**src/rtl/exchange_scheduler_pkg.sv**
```systemverilog
// Shared types and helpers for the replica-exchange scheduler.
// pair_cmd() is the single definition of the per-base command decode.
package exchange_scheduler_pkg;

    localparam int BASE_LOG  = 3;
    localparam int MAX_BASE  = 2 ** BASE_LOG;
    localparam int SCHED_GAP = 6;

    typedef enum logic [1:0] {
        CMD_NOP  = 2'd0,
        CMD_SELF = 2'd1,
        CMD_FOLW = 2'd2,
        CMD_PREV = 2'd3
    } exchange_command_t;

    typedef exchange_command_t ex_com_t;

    typedef enum logic [1:0] {
        ST_IDLE  = 2'd0,
        ST_ISSUE = 2'd1,
        ST_WAIT  = 2'd2,
        ST_DONE  = 2'd3
    } sched_state_t;

    // Pair (k,k+1) swaps only when it belongs to this round's parity and exists.
    function automatic logic pair_active(input int k, input logic parity,
                                         input logic [MAX_BASE-1:0] swap,
                                         input int base_num);
        logic act;
        act = 1'b0;
        if ((k >= 0) && (k + 1 < base_num) && (k < MAX_BASE)) begin
            if (k[0] == parity) begin
                act = swap[k[BASE_LOG-1:0]];
            end else begin
                act = 1'b0;
            end
        end else begin
            act = 1'b0;
        end
        return act;
    endfunction

    function automatic exchange_command_t pair_cmd(input int base, input logic parity,
                                                   input logic [MAX_BASE-1:0] swap,
                                                   input int base_num);
        exchange_command_t cmd;
        if (pair_active(base, parity, swap, base_num)) begin
            cmd = CMD_FOLW;
        end else if (pair_active(base - 1, parity, swap, base_num)) begin
            cmd = CMD_PREV;
        end else begin
            cmd = CMD_SELF;
        end
        return cmd;
    endfunction

endpackage

```
**src/rtl/exchange_scheduler.sv**
```systemverilog
// Walks all base slots of one replica-exchange round, issuing FOLW/PREV/SELF per base.
// Optional EXCHANGE_SKIP_SELF_EN: bases decoding to SELF get no slot at all.
module exchange_scheduler
    import exchange_scheduler_pkg::*;
#(
    parameter int BASE_NUM = 8,
    parameter int CITY_DIV = 4,
    parameter int GAP      = SCHED_GAP
) (
    input  logic                clk,
    input  logic                reset,
    input  logic                start,
    input  logic                parity,
    input  logic [BASE_NUM-1:0] swap,
    output ex_com_t             command,
    output logic [BASE_LOG-1:0] ex_base_id_r,
    output logic [BASE_LOG-1:0] ex_base_id_w,
    output logic                busy,
    output logic                done
);

    localparam int SLOT  = CITY_DIV + GAP;
    localparam int CNT_W = (SLOT > 2) ? $clog2(SLOT) : 1;

    sched_state_t          state_q, state_d;
    logic [BASE_LOG-1:0]   base_q, base_d;
    logic [CNT_W-1:0]      cnt_q, cnt_d;
    logic                  parity_q;
    logic [MAX_BASE-1:0]   swap_q;
    ex_com_t               command_q, command_d;
    logic [BASE_LOG-1:0]   id_q, id_d;
    logic                  busy_q, busy_d;
    logic                  done_q, done_d;

    logic                  eff_parity_s;
    logic [MAX_BASE-1:0]   swap_ext_s;
    logic [MAX_BASE-1:0]   eff_swap_s;
    int                    search_from_s;
    int                    next_base_s;
    logic                  found_s;

    // On the accepting edge the live inputs decide; afterwards only the latched copy does.
    always_comb begin
        swap_ext_s                 = '0;
        swap_ext_s[BASE_NUM-1:0]   = swap;
        eff_parity_s  = (state_q == ST_IDLE) ? parity     : parity_q;
        eff_swap_s    = (state_q == ST_IDLE) ? swap_ext_s : swap_q;
        search_from_s = (state_q == ST_IDLE) ? 0 : int'(base_q) + 1;
    end

    // Next base to visit: lowest non-SELF base when skipping, else simply the following base.
    always_comb begin
        found_s     = 1'b0;
        next_base_s = 0;
`ifdef EXCHANGE_SKIP_SELF_EN
        for (int b = 0; b < BASE_NUM; b++) begin
            logic hit;
            hit = (b >= search_from_s) &&
                  (pair_cmd(b, eff_parity_s, eff_swap_s, BASE_NUM) != CMD_SELF);
            next_base_s = (hit && !found_s) ? b : next_base_s;
            found_s     = found_s | hit;
        end
`else
        found_s     = (search_from_s < BASE_NUM);
        next_base_s = search_from_s;
`endif
    end

    // State, counters and latched round parameters.
    always_ff @(posedge clk) begin
        if (reset) begin
            state_q  <= ST_IDLE;
            base_q   <= '0;
            cnt_q    <= '0;
            parity_q <= 1'b0;
            swap_q   <= '0;
        end else begin
            state_q <= state_d;
            base_q  <= base_d;
            cnt_q   <= cnt_d;
            if ((state_q == ST_IDLE) && start) begin
                parity_q <= parity;
                swap_q   <= swap_ext_s;
            end else begin
                parity_q <= parity_q;
                swap_q   <= swap_q;
            end
        end
    end

    // Next-state decode; WAIT counts SLOT-2 down to 0 so each base owns exactly SLOT cycles.
    always_comb begin
        state_d = state_q;
        base_d  = base_q;
        cnt_d   = cnt_q;
        case (state_q)
            ST_IDLE: begin
                if (start) begin
                    if (found_s) begin
                        state_d = ST_ISSUE;
                        base_d  = next_base_s[BASE_LOG-1:0];
                    end else begin
                        state_d = ST_DONE;
                    end
                end else begin
                    state_d = ST_IDLE;
                end
            end
            ST_ISSUE: begin
                state_d = ST_WAIT;
                cnt_d   = CNT_W'(SLOT - 2);
            end
            ST_WAIT: begin
                if (cnt_q == '0) begin
                    if (found_s) begin
                        state_d = ST_ISSUE;
                        base_d  = next_base_s[BASE_LOG-1:0];
                    end else begin
                        state_d = ST_DONE;
                    end
                end else begin
                    cnt_d = cnt_q - CNT_W'(1);
                end
            end
            ST_DONE: begin
                state_d = ST_IDLE;
            end
            default: begin
                state_d = ST_IDLE;
            end
        endcase
    end

    // Output decode from the upcoming state so every output leaves a register.
    always_comb begin
        command_d = CMD_NOP;
        id_d      = id_q;
        if (state_d == ST_ISSUE) begin
            command_d = pair_cmd(int'(base_d), eff_parity_s, eff_swap_s, BASE_NUM);
            id_d      = base_d;
        end else begin
            command_d = CMD_NOP;
            id_d      = id_q;
        end
        busy_d = (state_d != ST_IDLE);
        done_d = (state_d == ST_DONE);
    end

    // Output registers.
    always_ff @(posedge clk) begin
        if (reset) begin
            command_q <= CMD_NOP;
            id_q      <= '0;
            busy_q    <= 1'b0;
            done_q    <= 1'b0;
        end else begin
            command_q <= command_d;
            id_q      <= id_d;
            busy_q    <= busy_d;
            done_q    <= done_d;
        end
    end

    assign command      = command_q;
    assign ex_base_id_r = id_q;
    assign ex_base_id_w = id_q;
    assign busy         = busy_q;
    assign done         = done_q;

endmodule

```
**config.mk**
```make
export PLATFORM = sky130hd
export DESIGN_NAME = exchange_scheduler
export DESIGN_NICKNAME = d
export VERILOG_FILES = /design/src/rtl/exchange_scheduler_pkg.sv /design/src/rtl/exchange_scheduler.sv
export SDC_FILE = /design/constraint.sdc
export NUM_CORES = 1
export LEC_CHECK = 0
export BUFFER_PORTS_ARGS = -buffer_cell sky130_fd_sc_hd__buf_4
export CAP_MARGIN = 40
export CORE_ASPECT_RATIO = 0.75
export CORE_MARGIN = 4
export CORE_UTILIZATION = 55
export CTS_CLUSTER_SIZE = 40
export DETAILED_ROUTE_END_ITERATION = 6
export GPL_TIMING_DRIVEN = 0
export PLACE_DENSITY = 0.84
export SYNTH_ARGS = -nofsm -noshare
export SYNTH_HDL_FRONTEND = slang
export SYNTH_SLANG_ARGS = --single-unit
```
**constraint.sdc**
```tcl
create_clock -name clk -period 4.2 [get_ports clk]
set_input_delay 0.63 -clock clk [delete_from_list [all_inputs] [get_ports clk]]
set_output_delay 0.63 -clock clk [all_outputs]
set_load 0.03 [all_outputs]
```
==> summary.md, run 1 <==
## Pwr
- **power density relative to cell area** 312.1 nW/µm²
- **worst vdd rail ir drop** 0.2108 mV
- **overall power consumption** 569.4 µW
- **LEAKAGE** 0.7558 nW

## Finish
- **number of antenna repair diodes** 0
- **share of layout cells above drive strength 1** 0.2055
- **area used by multi-input combinational logic** 975.9 µm²
- **area of all placed cells without fillers** 1824 µm²
- **Sequential cell area** 480.5 µm²
- **# fillers** 216
- **Post-Layout Cell Count** 255
- **total number of nets in the final design** 237
- **post-synthesis to final-layout area growth** 15.90%

## Critical path
- **timing endpoint of the critical path** command[1]$_SDFF_PP0_
- **buffer and inverter count on the worst path** 1
- **R2R depth** 10
- **CP max stage cell** a211oi_1
- **Setup crit start** base_q[0]$_SDFF_PP0_
- **endpoint class of the critical path** register
- **path length in cells of the critical path** 10
- **maximum fanout encountered on the critical timing path** 10
- **required time at the endpoint of the critical path** 4.39 ns
- **arrival time reported for the critical path endpoint** 3.35 ns
- **worst path cell trace** buf_2 > nand3_1 > a211oi_1 > a31oi_1 > ha_1 > a2111oi_0 > a221oi_1 > a21oi_1 > o2111ai_1 > a211oi_1
- **startpoint of the most critical register-to-register path** base_q[0]$_SDFF_PP0_
- **worst reg2reg path endpoint** command[1]$_SDFF_PP0_
- **Slowest Stage Delay on Critical Path** 0.56 ns
- **cell type with the highest occurrence count on the critical path** a211oi_1
- **kind of cell adding the most delay to the critical path** compound AO/OA/AOI/OAI gates
- **startpoint types** register
- **setup slack on the worst flop-to-flop path** 1.04 ns
- **category of the critical setup timing path** reg -> reg

## Synth
- **most frequently used flop master after synthesis** dfxtp_1
- **synthesis warning total** 0
- **number of standard cells after synthesis** 195
- **EDFF count, synth** 0
- **Seq cells post-synth** 24
- **synth top area cells** dfxtp_1 (31%), nand2_1 (6.7%), a21oi_1 (4.5%)
- **syn nets** 212
- **simple logic cell fraction of the synthesized area** 0.2552
- **cell type with the highest aggregate area in the netlist** dfxtp_1
- **mean post-synth cell area** 8.072 µm²
- **cell area after synthesis** 1574 µm²
- **post-synthesis compound-gate area fraction** 0.2440
- **XOR/XNOR Fraction of Synth Area** 0.005564
- **fraction of the mapped netlist area in adder cells** 0.03975
- **share of synthesized flip-flops with an asynchronous set or reset** 0
- **mux share of post-synthesis cell area** 0.07552
- **Distinct cells, synth** 59
- **dominant combinational cell family by area after synthesis** simple AND/OR/NAND/NOR gates
- **Yosys top cell area share** 0.3052
- **share of synthesized area occupied by flip-flops and latches** 0.3052

## Placed design
- **GPL Wtd Cong** 1.004
- **placed instance area** 1769 µm²
- **placed wire-length estimate after detailed placement** 2952 µm
- **buffers added on ports** 20
- **placed insts** 251

## Hold path
- **path class of the lowest-slack min-delay path** reg -> reg
- **Min-Delay Path Depth** 2
- **start point of the worst hold path** swap_q[5]$_SDFFE_PP0P_

## Detailed routing
- **Vias/cell** 6.494
- **DRT Pass-1 Iters** 5
- **remaining number of nets flagged by the antenna check after routing** 0
- **DRT iter0 DRCs** 115
- **total vias in the final route** 1656
- **wire per inst** 15.44 µm
- **# DRC** 0
- **wirelength, routed** 3937 µm

## Status
- **run status** finished clean

## GRT
- **initial antenna violation count** 0
- **vias in the first global route** 1414
- **Tot GR Track Use** 0.2156
- **wire length of the first global-routing pass** 6444 µm
- **overall overflow remaining after global route** 0
- **maximum number of pins on one net before global-route repair** 14

## Clock tree
- **number of cells upsized or downsized after cts** 0
- **sink count of the clock tree** 24
- **number of setup buffers added after CTS** 0
- **Clock Latency Late Sink** 0.27 ns
- **clock root cell** clkbuf_8
- **TritonCTS buffer count** 3
- **Hold-fix buffers, CTS** 0
- **H-tree levels** 1
- **clock-pin slew of the registers on the worst-case setup and hold paths** 0.08 ns
- **TritonCTS clock tree** built
- **Clock Tree Buf Depth** 2

## Die
- **Top Ports** 22
- **area of the core region** 2663 µm²
- **chip width** 69.77 µm
- **num rows** 16
- **effective utilization at floorplan** 0.5912
- **die outline height** 54.33 µm
- **area of the die** 3791 µm²

## Job
- **max-cap check violation count** 0

## Timing
- **unrepaired setup endpoints after global routing** no
- **normalized max-slew margin** 0.5808
- **Tcrit/Tclk final** 0.7533
- **highest achievable clock rate** 316.1 MHz
- **transition time at the pin with the least slew margin** 0.6275 ns
- **fin. max-slew vios** 0
- **skew final** 0.002735 ns
- **Fin. Hold Viols** 0
- **accumulated negative setup slack** 0 ns
- **setup violation total in the final timing report** 0
- **final critical-path required period** 3.164 ns

==> state kept, by name, indices dropped and copies added, names as in the netlist <==
name and flops:
base_q 3, state_q 2, done 1, parity_q 1
ex_base_id_r 3, cnt_q 4, command 2, busy 1
swap_q 7
==> layout make-up <==
cell class | instances | share of cell area
Buffer | 15 | 0.04595
Clock buffer | 4 | 0.03018
Inverter | 9 | 0.01852
Multi-Input combinational cell | 147 | 0.5350
Sequential cell | 24 | 0.2634
Tap cell | 36 | 0.02469
Timing Repair Buffer | 20 | 0.08230
==> power by group <==
group | leakage (nW) | switching (mW) | internal [mW] | total, mW
clock | 0.0288 | 0.0707 | 0.0837 | 0.154
combinational | 0.531 | 0.0968 | 0.0691 | 0.166
sequential | 0.196 | 0.00890 | 0.240 | 0.249
total | 0.756 | 0.176 | 0.393 | 0.569
==> worst min-delay path by stage <==
stage                             end
2_1_floorplan  swap_q[0]$_SDFFE_PP0P_
3_3_place_gp   swap_q[5]$_SDFFE_PP0P_
5_1_grt        swap_q[0]$_SDFFE_PP0P_
6_report       swap_q[5]$_SDFFE_PP0P_
3_5_place_dp   swap_q[5]$_SDFFE_PP0P_
4_1_cts        swap_q[5]$_SDFFE_PP0P_
==> cells by family (layout without fill, tap and decap cells) <==
| family | count (synthesis) | in the layout |
|---|---|---|
| AND/OR/NAND/NOR | 76 | 76 |
| AO/OA/AOI/OAI | 56 | 56 |
| XOR/XNOR | 1 | 1 |
| adder cells (fa/ha/maj) | 5 | 5 |
| multiplexers | 9 | 9 |
| flip-flops | 24 | 24 |
| buffers and inverters | 24 | 48 |
==> layer usage <==
metal / up-vias / global-route usage / part of all wire
met3: 21 / 0.07890 / 0.13
li1: 763 / - / -
met1: 752 / 0.2632 / 0.42
met5: - / 0 / 0
met2: 120 / 0.3574 / 0.42
met4: 0 / 0.07643 / 0.029
==> cell usage after synthesis, types with 3 or more instances <==
cell type	count
dfxtp_1	24
nor2_1	15
clkbuf_1	5
inv_1	8
buf_4	4
o21ai_0	7
ha_1	5
a21oi_1	14
nand3_1	4
a31oi_1	3
nand2_1	28
and3_1	3
mux2i_1	7
nor3b_1	4
a211oi_1	3
buf_2	4
o22ai_1	4
==> worst register-to-register path: cells and delay by family (launching register included) <==
| kind | cells | cell delay [ns] |
|---|---|---|
| AO/OA/AOI/OAI | 7 | 1.72 |
| adder cells (fa/ha/maj) | 1 | 0.43 |
| buffers and inverters | 1 | 0.26 |
| flip-flops | 1 | 0.39 |
| AND/OR/NAND/NOR | 1 | 0.28 |
==> layout by cell type, fill, tap and decap left out, types with 3 or more instances in the layout <==
cell type	instances
nand2_1	28
nor2_1	15
o22ai_1	4
a31oi_1	3
inv_1	8
ha_1	5
clkbuf_1	5
dfxtp_1	24
nor3b_1	4
o21ai_0	7
clkbuf_8	4
buf_4	24
a21oi_1	14
buf_2	4
a211oi_1	3
mux2i_1	7
and3_1	3
nand3_1	4
==> per-stage QoR <==
step                      setup slack (ns)  hold slack [ns]    util
final                                1.036           0.4611  0.6852
after global routing                0.6812           0.4885  0.6852
after CTS                            1.138           0.4620  0.6852
after detailed placement             1.063           0.4501  0.6645
after global placement               1.092           0.4444  0.6645
after floorplan                      1.498           0.4329       -
No activity file was read; power rests on OpenSTA's default activity.
==> inputs of run 2 (changes only) <==
--- a/config.mk
+++ b/config.mk
@@ -9,11 +9,11 @@
 export CAP_MARGIN = 40
 export CORE_ASPECT_RATIO = 0.75
 export CORE_MARGIN = 4
-export CORE_UTILIZATION = 55
+export CORE_UTILIZATION = 51
 export CTS_CLUSTER_SIZE = 40
 export DETAILED_ROUTE_END_ITERATION = 6
 export GPL_TIMING_DRIVEN = 0
-export PLACE_DENSITY = 0.84
+export PLACE_DENSITY = 0.82
 export SYNTH_ARGS = -nofsm -noshare
 export SYNTH_HDL_FRONTEND = slang
 export SYNTH_SLANG_ARGS = --single-unit
==> constraint.sdc (replaced) <==
create_clock -name clk -period 2.6 [get_ports clk]
set_input_delay 0.39 -clock clk [delete_from_list [all_inputs] [get_ports clk]]
set_output_delay 0.39 -clock clk [all_outputs]
set_load 0.03 [all_outputs]
==> summary.md, run 2 (synthesis gave the netlist of run 1 again) <==
## Status
- **run status** finished clean, unchanged

## GRT
- **Tot GR Track Use** 0.2323, was 0.2156
- **maximum number of pins on one net before global-route repair** 15, was 14
- **initial antenna violation count** 0, unchanged
- **overall overflow remaining after global route** 0, unchanged
- **wire length of the first global-routing pass** 7452 µm, was 6444 µm
- **vias in the first global route** 1477, was 1414

## Timing
- **normalized max-slew margin** 0.5490, was 0.5808
- **Tcrit/Tclk final** 0.9713, was 0.7533
- **highest achievable clock rate** 396.0 MHz, was 316.1 MHz
- **setup violation total in the final timing report** 0, unchanged
- **transition time at the pin with the least slew margin** 0.6750 ns, was 0.6275 ns
- **Fin. Hold Viols** 0, unchanged
- **fin. max-slew vios** 0, unchanged
- **skew final** 0.008790 ns, was 0.002735 ns
- **unrepaired setup endpoints after global routing** yes, was no
- **final critical-path required period** 2.525 ns, was 3.164 ns

## Critical path
- **cell type with the highest occurrence count on the critical path** ha_4, was a211oi_1
- **endpoint class of the critical path** register, unchanged
- **worst path cell trace** inv_2 > ha_4 > buf_4 > and4bb_2 > nand2_2 > a31oi_4 > ha_4 > buf_6 > mux4_2 > nand2b_1 > nand3_1 > o2111ai_2 > a211oi_2, was buf_2 > nand3_1 > a211oi_1 > a31oi_1 > ha_1 > a2111oi_0 > a221oi_1 > a21oi_1 > o2111ai_1 > a211oi_1
- **arrival time reported for the critical path endpoint** 2.73 ns, was 3.35 ns
- **path length in cells of the critical path** 13, was 10
- **buffer and inverter count on the worst path** 3, was 1
- **Slowest Stage Delay on Critical Path** 0.33 ns, was 0.56 ns
- **startpoint types** register, unchanged
- **required time at the endpoint of the critical path** 2.80 ns, was 4.39 ns
- **R2R depth** 13, was 10
- **maximum fanout encountered on the critical timing path** 5, was 10
- **category of the critical setup timing path** reg -> reg, unchanged
- **kind of cell adding the most delay to the critical path** compound AO/OA/AOI/OAI gates, unchanged
- **CP max stage cell** dfxtp_2, was a211oi_1

## Detailed routing
- **total routed wire length on the met1 layer** 2039 µm, was 1666 µm
- **wirelength, routed** 4630 µm, was 3937 µm
- **DRT iter0 DRCs** 181, was 115
- **max layer used** met4, unchanged
- **wire per inst** 17.02 µm, was 15.44 µm
- **total vias in the final route** 1691, was 1656
- **met3 WL** 461 µm, was 503 µm
- **# DRC** 0, unchanged
- **remaining number of nets flagged by the antenna check after routing** 0, unchanged
- **Vias/cell** 6.217, was 6.494
- **DRT Pass-1 Iters** 5, unchanged
- **sum of met2 wire segment lengths after detailed routing** 2039 µm, was 1651 µm

## Clock tree
- **H-tree levels** 1, unchanged
- **Clock Latency Late Sink** 0.28 ns, was 0.27 ns
- **TritonCTS buffer count** 3, unchanged
- **clock root cell** clkbuf_8, unchanged
- **clock-pin slew of the registers on the worst-case setup and hold paths** 0.09 ns, was 0.08 ns
- **sink count of the clock tree** 24, unchanged
- **Clock Tree Buf Depth** 2, unchanged
- **TritonCTS clock tree** built, unchanged

## Pwr
- **power density relative to cell area** 509.1 nW/µm², was 312.1 nW/µm²
- **overall power consumption** 1.070 mW, was 569.4 µW
- **worst vdd rail ir drop** 0.3522 mV, was 0.2108 mV
- **LEAKAGE** 0.8665 nW, was 0.7558 nW

## Die
- **num rows** 17, was 16
- **die outline height** 56.11 µm, was 54.33 µm
- **area of the die** 4048 µm², was 3791 µm²
- **chip width** 72.15 µm, was 69.77 µm
- **effective utilization at floorplan** 0.5324, was 0.5912
- **Top Ports** 22, unchanged
- **area of the core region** 2957 µm², was 2663 µm²

## Placed design
- **placed wire-length estimate after detailed placement** 3039 µm, was 2952 µm
- **placed insts** 253, was 251
- **GPL Wtd Cong** 0.9304, was 1.004
- **buffers added on ports** 20, unchanged
- **placed instance area** 1772 µm², was 1769 µm²

## Finish
- **most used cells in the layout excluding fill and tap cells** buf_4 (40), nand2_1 (27), dfxtp_1 (20), was nand2_1 (28), buf_4 (24), dfxtp_1 (24)
- **register bank with the most flops** swap_q, unchanged
- **utilization of the core after routing** 0.7110, was 0.6852
- **share of layout cells above drive strength 1** 0.3419, was 0.2055
- **area of all placed cells without fillers** 2102 µm², was 1824 µm²
- **post-synthesis to final-layout area growth** 33.55%, was 15.90%
- **total number of nets in the final design** 252, was 237
- **most common library cell in the layout ignoring fill and taps** buf_4, was nand2_1
- **number of antenna repair diodes** 0, unchanged
- **max reg flops** 7, unchanged
- **Post-Layout Cell Count** 272, was 255
- **largest registers ranked by flip-flop count** swap_q x7, cnt_q x4, unchanged
- **area used by multi-input combinational logic** 1096 µm², was 975.9 µm²
- **Sequential cell area** 488.0 µm², was 480.5 µm²
- **# fillers** 233, was 216

## Job
- **max-cap check violation count** 0, unchanged

## Hold path
- **Min-Delay Path Depth** 3, was 2
- **path class of the lowest-slack min-delay path** in -> reg, was reg -> reg

run 2: changes by cell type in the layout (fill, tap and decap cells not counted), moves of 3 or more:
cell     change
dfxtp_2      +3
buf_4       +16
inv_1        -3
dfxtp_1      -4
buf_2        -3
run 2: path summary, 6_finish.rpt:
path	startpoint	to	slack [ns]
max	cnt_q[1]$_SDFFE_PP0P_	command[1]$_SDFF_PP0_	0.07
min	swap[0]	swap_q[0]$_SDFFE_PP0P_	0.37
max reg2reg	cnt_q[1]$_SDFFE_PP0P_	command[1]$_SDFF_PP0_	0.07
min reg2reg	swap_q[5]$_SDFFE_PP0P_	swap_q[5]$_SDFFE_PP0P_	0.46
run 2: per-layer routing:
layer | GRT usage | vias up
li1 | - | 797
met1 | 0.3395 | 780
met2 | 0.3541 | 100
met3 | 0.04332 | 14
met4 | 0.04290 | 0
met5 | 0 | -
run 2: area by class of cell:
cell class | count | area share
Multi-Input combinational cell | 147 | 0.5214
Buffer | 15 | 0.04583
Tap cell | 38 | 0.02262
Clock inverter | 1 | 0.01429
Clock buffer | 3 | 0.01964
Timing Repair Buffer | 35 | 0.1268
Sequential cell | 24 | 0.2321
Inverter | 9 | 0.01726
run 2: worst reg2reg max path: stages, from the launching register on:
cell       delay, ns
dfxtp_2         0.33
inv_2           0.07
ha_4            0.14
buf_4           0.10
and4bb_2        0.31
nand2_2         0.14
a31oi_4         0.26
ha_4            0.25
buf_6           0.13
mux4_2          0.21
nand2b_1        0.05
nand3_1         0.09
o2111ai_2       0.14
a211oi_2        0.23
run 2: stage by stage:
| step | worst slack [ns] | TNS (ns) | hold slack, ns |
|---|---|---|---|
| 2_1_floorplan | 0.02525 | 0 | 0.4329 |
| 3_3_place_gp | -0.4400 | -0.4400 | 0.4429 |
| 3_5_place_dp | -0.5462 | -0.5462 | 0.4543 |
| 4_1_cts | 0.0002973 | 0 | 0.3704 |
| 5_1_grt | -0.05340 | -0.05340 | 0.3771 |
| 6_report | 0.07467 | 0 | 0.3692 |
run 2: power breakdown:
part	total [mW]	internal (mW)	leakage [nW]	switching, mW
Clock	0.337	0.206	0.0357	0.131
Sequential	0.401	0.388	0.198	0.0130
Combinational	0.332	0.144	0.633	0.188
run 2: what timing repair did:
item	in CTS	in global routing
buffers inserted	13	2
hold buffers	0	0
setup endpoints to repair	1	1
pin swaps	7	8
gates resized for setup	31	4
==> inputs of run 3 (changes only) <==
--- a/config.mk
+++ b/config.mk
@@ -5,15 +5,15 @@
 export SDC_FILE = /design/constraint.sdc
 export NUM_CORES = 1
 export LEC_CHECK = 0
-export BUFFER_PORTS_ARGS = -buffer_cell sky130_fd_sc_hd__buf_4
 export CAP_MARGIN = 40
 export CORE_ASPECT_RATIO = 0.75
 export CORE_MARGIN = 4
-export CORE_UTILIZATION = 51
+export CORE_UTILIZATION = 55
 export CTS_CLUSTER_SIZE = 40
 export DETAILED_ROUTE_END_ITERATION = 6
+export DONT_BUFFER_PORTS = 1
 export GPL_TIMING_DRIVEN = 0
-export PLACE_DENSITY = 0.82
+export PLACE_DENSITY = 0.8
 export SYNTH_ARGS = -nofsm -noshare
 export SYNTH_HDL_FRONTEND = slang
 export SYNTH_SLANG_ARGS = --single-unit
==> summary.md, run 3 (synthesis gave the netlist of run 1 again) <==
## Timing
- **fin. max-slew vios** 0, unchanged
- **final critical-path required period** 2.602 ns, was 2.525 ns
- **accumulated negative setup slack** -0.002014 ns, was 0 ns
- **Fin. Hold Viols** 0, unchanged
- **Tcrit/Tclk final** 1.001, was 0.9713
- **skew final** 0.004771 ns, was 0.008790 ns
- **setup violation total in the final timing report** 1, was 0
- **transition time at the pin with the least slew margin** 0.8021 ns, was 0.6750 ns
- **highest achievable clock rate** 384.3 MHz, was 396.0 MHz
- **final setup margin** -0.002014 ns, was 0.07467 ns
- **normalized max-slew margin** 0.4641, was 0.5490
- **unrepaired setup endpoints after global routing** yes, unchanged

## Placed design
- **placed insts** 231, was 253
- **buffers added on ports** 0, was 20
- **GPL Wtd Cong** 0.8719, was 0.9304
- **placed wire-length estimate after detailed placement** 3067 µm, was 3039 µm
- **placed instance area** 1619 µm², was 1772 µm²

## Critical path
- **maximum fanout encountered on the critical timing path** 5, unchanged
- **required time at the endpoint of the critical path** 2.78 ns, was 2.80 ns
- **kind of cell adding the most delay to the critical path** compound AO/OA/AOI/OAI gates, unchanged
- **buffer and inverter count on the worst path** 3, unchanged
- **setup slack on the worst flop-to-flop path** -0.002 ns, was 0.07 ns
- **endpoint class of the critical path** register, unchanged
- **cell type with the highest occurrence count on the critical path** ha_4, unchanged
- **startpoint types** register, unchanged
- **category of the critical setup timing path** reg -> reg, unchanged
- **worst path cell trace** inv_2 > ha_4 > nand4bb_1 > buf_6 > o211a_4 > or2_4 > inv_4 > ha_4 > a2111oi_4 > a221oi_2 > a21oi_1 > o2111ai_1 > a211oi_1, was inv_2 > ha_4 > buf_4 > and4bb_2 > nand2_2 > a31oi_4 > ha_4 > buf_6 > mux4_2 > nand2b_1 > nand3_1 > o2111ai_2 > a211oi_2
- **arrival time reported for the critical path endpoint** 2.78 ns, was 2.73 ns
- **Slowest Stage Delay on Critical Path** 0.34 ns, was 0.33 ns
- **CP max stage cell** dfxtp_2, unchanged

## Finish
- **total number of nets in the final design** 229, was 252
- **most common library cell in the layout ignoring fill and taps** nand2_1, was buf_4
- **Post-Layout Cell Count** 247, was 272
- **# fillers** 196, was 233
- **register bank with the most flops** swap_q, unchanged
- **number of antenna repair diodes** 0, unchanged
- **largest registers ranked by flip-flop count** swap_q x7, cnt_q x4, unchanged
- **max reg flops** 7, unchanged
- **most used cells in the layout excluding fill and tap cells** nand2_1 (27), dfxtp_1 (20), buf_4 (16), was buf_4 (40), nand2_1 (27), dfxtp_1 (20)
- **area of all placed cells without fillers** 1908 µm², was 2102 µm²
- **post-synthesis to final-layout area growth** 21.22%, was 33.55%
- **share of layout cells above drive strength 1** 0.2559, was 0.3419

## Detailed routing
- **DRT Pass-1 Iters** 5, unchanged
- **Vias/cell** 6.575, was 6.217
- **met3 WL** 553 µm, was 461 µm
- **total vias in the final route** 1624, was 1691
- **wirelength, routed** 4687 µm, was 4630 µm
- **sum of met2 wire segment lengths after detailed routing** 2102 µm, was 2039 µm
- **max layer used** met4, unchanged
- **# DRC** 0, unchanged
- **remaining number of nets flagged by the antenna check after routing** 0, unchanged
- **total routed wire length on the met1 layer** 2002 µm, was 2039 µm
- **DRT iter0 DRCs** 201, was 181
- **wire per inst** 18.98 µm, was 17.02 µm

## Die
- **effective utilization at floorplan** 0.5912, was 0.5324
- **area of the die** 3791 µm², was 4048 µm²
- **area of the core region** 2663 µm², was 2957 µm²
- **num rows** 16, was 17
- **Top Ports** 22, unchanged
- **chip width** 69.77 µm, was 72.15 µm
- **die outline height** 54.33 µm, was 56.11 µm

## Job
- **max-cap check violation count** 0, unchanged

## Clock tree
- **sink count of the clock tree** 24, unchanged
- **Clock Tree Buf Depth** 2, unchanged
- **clock-pin slew of the registers on the worst-case setup and hold paths** 0.09 ns, about the same
- **Clock Latency Late Sink** 0.27 ns, was 0.28 ns
- **H-tree levels** 1, unchanged
- **clock root cell** clkbuf_8, unchanged
- **Hold-fix buffers, CTS** 0, unchanged
- **TritonCTS clock tree** built, unchanged
- **TritonCTS buffer count** 3, unchanged

## GRT
- **overall overflow remaining after global route** 0, unchanged
- **maximum number of pins on one net before global-route repair** 14, was 15
- **wire length of the first global-routing pass** 7210 µm, was 7452 µm
- **Tot GR Track Use** 0.2456, was 0.2323
- **initial antenna violation count** 0, unchanged
- **vias in the first global route** 1460, was 1477

## Pwr
- **sequential share of power** 0.430, was 0.375
- **switching power of the nets** 312.7 µW, was 332.2 µW
- **power density relative to cell area** 503.9 nW/µm², was 509.1 nW/µm²
- **Clk pwr share** 0.268, was 0.315
- **worst vdd rail ir drop** 0.4274 mV, was 0.3522 mV
- **internal power component** 648.9 µW, was 737.8 µW
- **switching power share of the total** 0.3252, was 0.3105
- **combinational group share of total power** 0.302, was 0.310
- **LEAKAGE** 0.7487 nW, was 0.8665 nW

## Status
- **failing checks** setup timing
- **run status** finished with violations, was finished clean

## Hold path
- **path class of the lowest-slack min-delay path** in -> reg, unchanged

run 3: path summary, 6_finish.rpt:
kind,from,endpoint,cells past startpoint
min reg2reg,parity_q$_SDFFE_PP0P_,parity_q$_SDFFE_PP0P_,2
min,swap[3],swap_q[3]$_SDFFE_PP0P_,2
max reg2reg,cnt_q[0]$_SDFFE_PP0P_,command[1]$_SDFF_PP0_,13
max,cnt_q[0]$_SDFFE_PP0P_,command[1]$_SDFF_PP0_,13
run 3: final cells by class:
cell class	instances	area [µm²]	share of cell area
multi-input combinational	147	1081	0.5666
timing repair buffer	12	102.6	0.05377
sequential	24	488.0	0.2557
tap	36	45.04	0.02361
inverter	9	36.28	0.01902
buffer	15	100.1	0.05246
clock buffer	4	55.05	0.02885
run 3: metrics by stage:
stage / setup WS (ns) / util / hold slack (ns) / total power, mW
2_1_floorplan: 0.02525 / - / 0.4329 / 0.6015
3_3_place_gp: -0.4312 / 0.6081 / 0.4422 / 0.6476
3_5_place_dp: -0.4632 / 0.6081 / 0.4490 / 0.6496
4_1_cts: 0.003760 / 0.6753 / 0.2424 / 0.9211
5_1_grt: -0.06878 / 0.7166 / 0.2368 / 1.004
6_report: -0.002014 / 0.7166 / 0.2431 / 0.9616
run 3: per-layer routing:
layer	track usage	vias up
li1	-	757
met1	0.3348	748
met2	0.3981	113
met3	0.06606	6
met4	0.04777	0
met5	0	-
run 3: what timing repair did:
| action | in CTS | in global routing |
|---|---|---|
| cloned | 0 | 0 |
| buffers inserted | 4 | 8 |
| pin swaps | 3 | 5 |
| setup endpoints to repair | 1 | 1 |
| gates resized for setup | 24 | 8 |
run 3: worst register-to-register path: stages, from the launching register on:
cell and delay, ns:
dfxtp_2 0.34, inv_2 0.08, ha_4 0.14, nand4bb_1 0.12
buf_6 0.16, o211a_4 0.24, or2_4 0.28, inv_4 0.08
ha_4 0.22, a2111oi_4 0.20, a221oi_2 0.06, a21oi_1 0.16
o2111ai_1 0.15, a211oi_1 0.29
run 3: power groups by stage:
stage | clock network, mW | logic [mW] | registers [mW]
5_1_grt | 0.277 | 0.311 | 0.416
6_report | 0.258 | 0.290 | 0.414
3_3_place_gp | 0 | 0.226 | 0.422
3_5_place_dp | 0 | 0.227 | 0.423
4_1_cts | 0.256 | 0.250 | 0.415
2_1_floorplan | 0 | 0.183 | 0.418
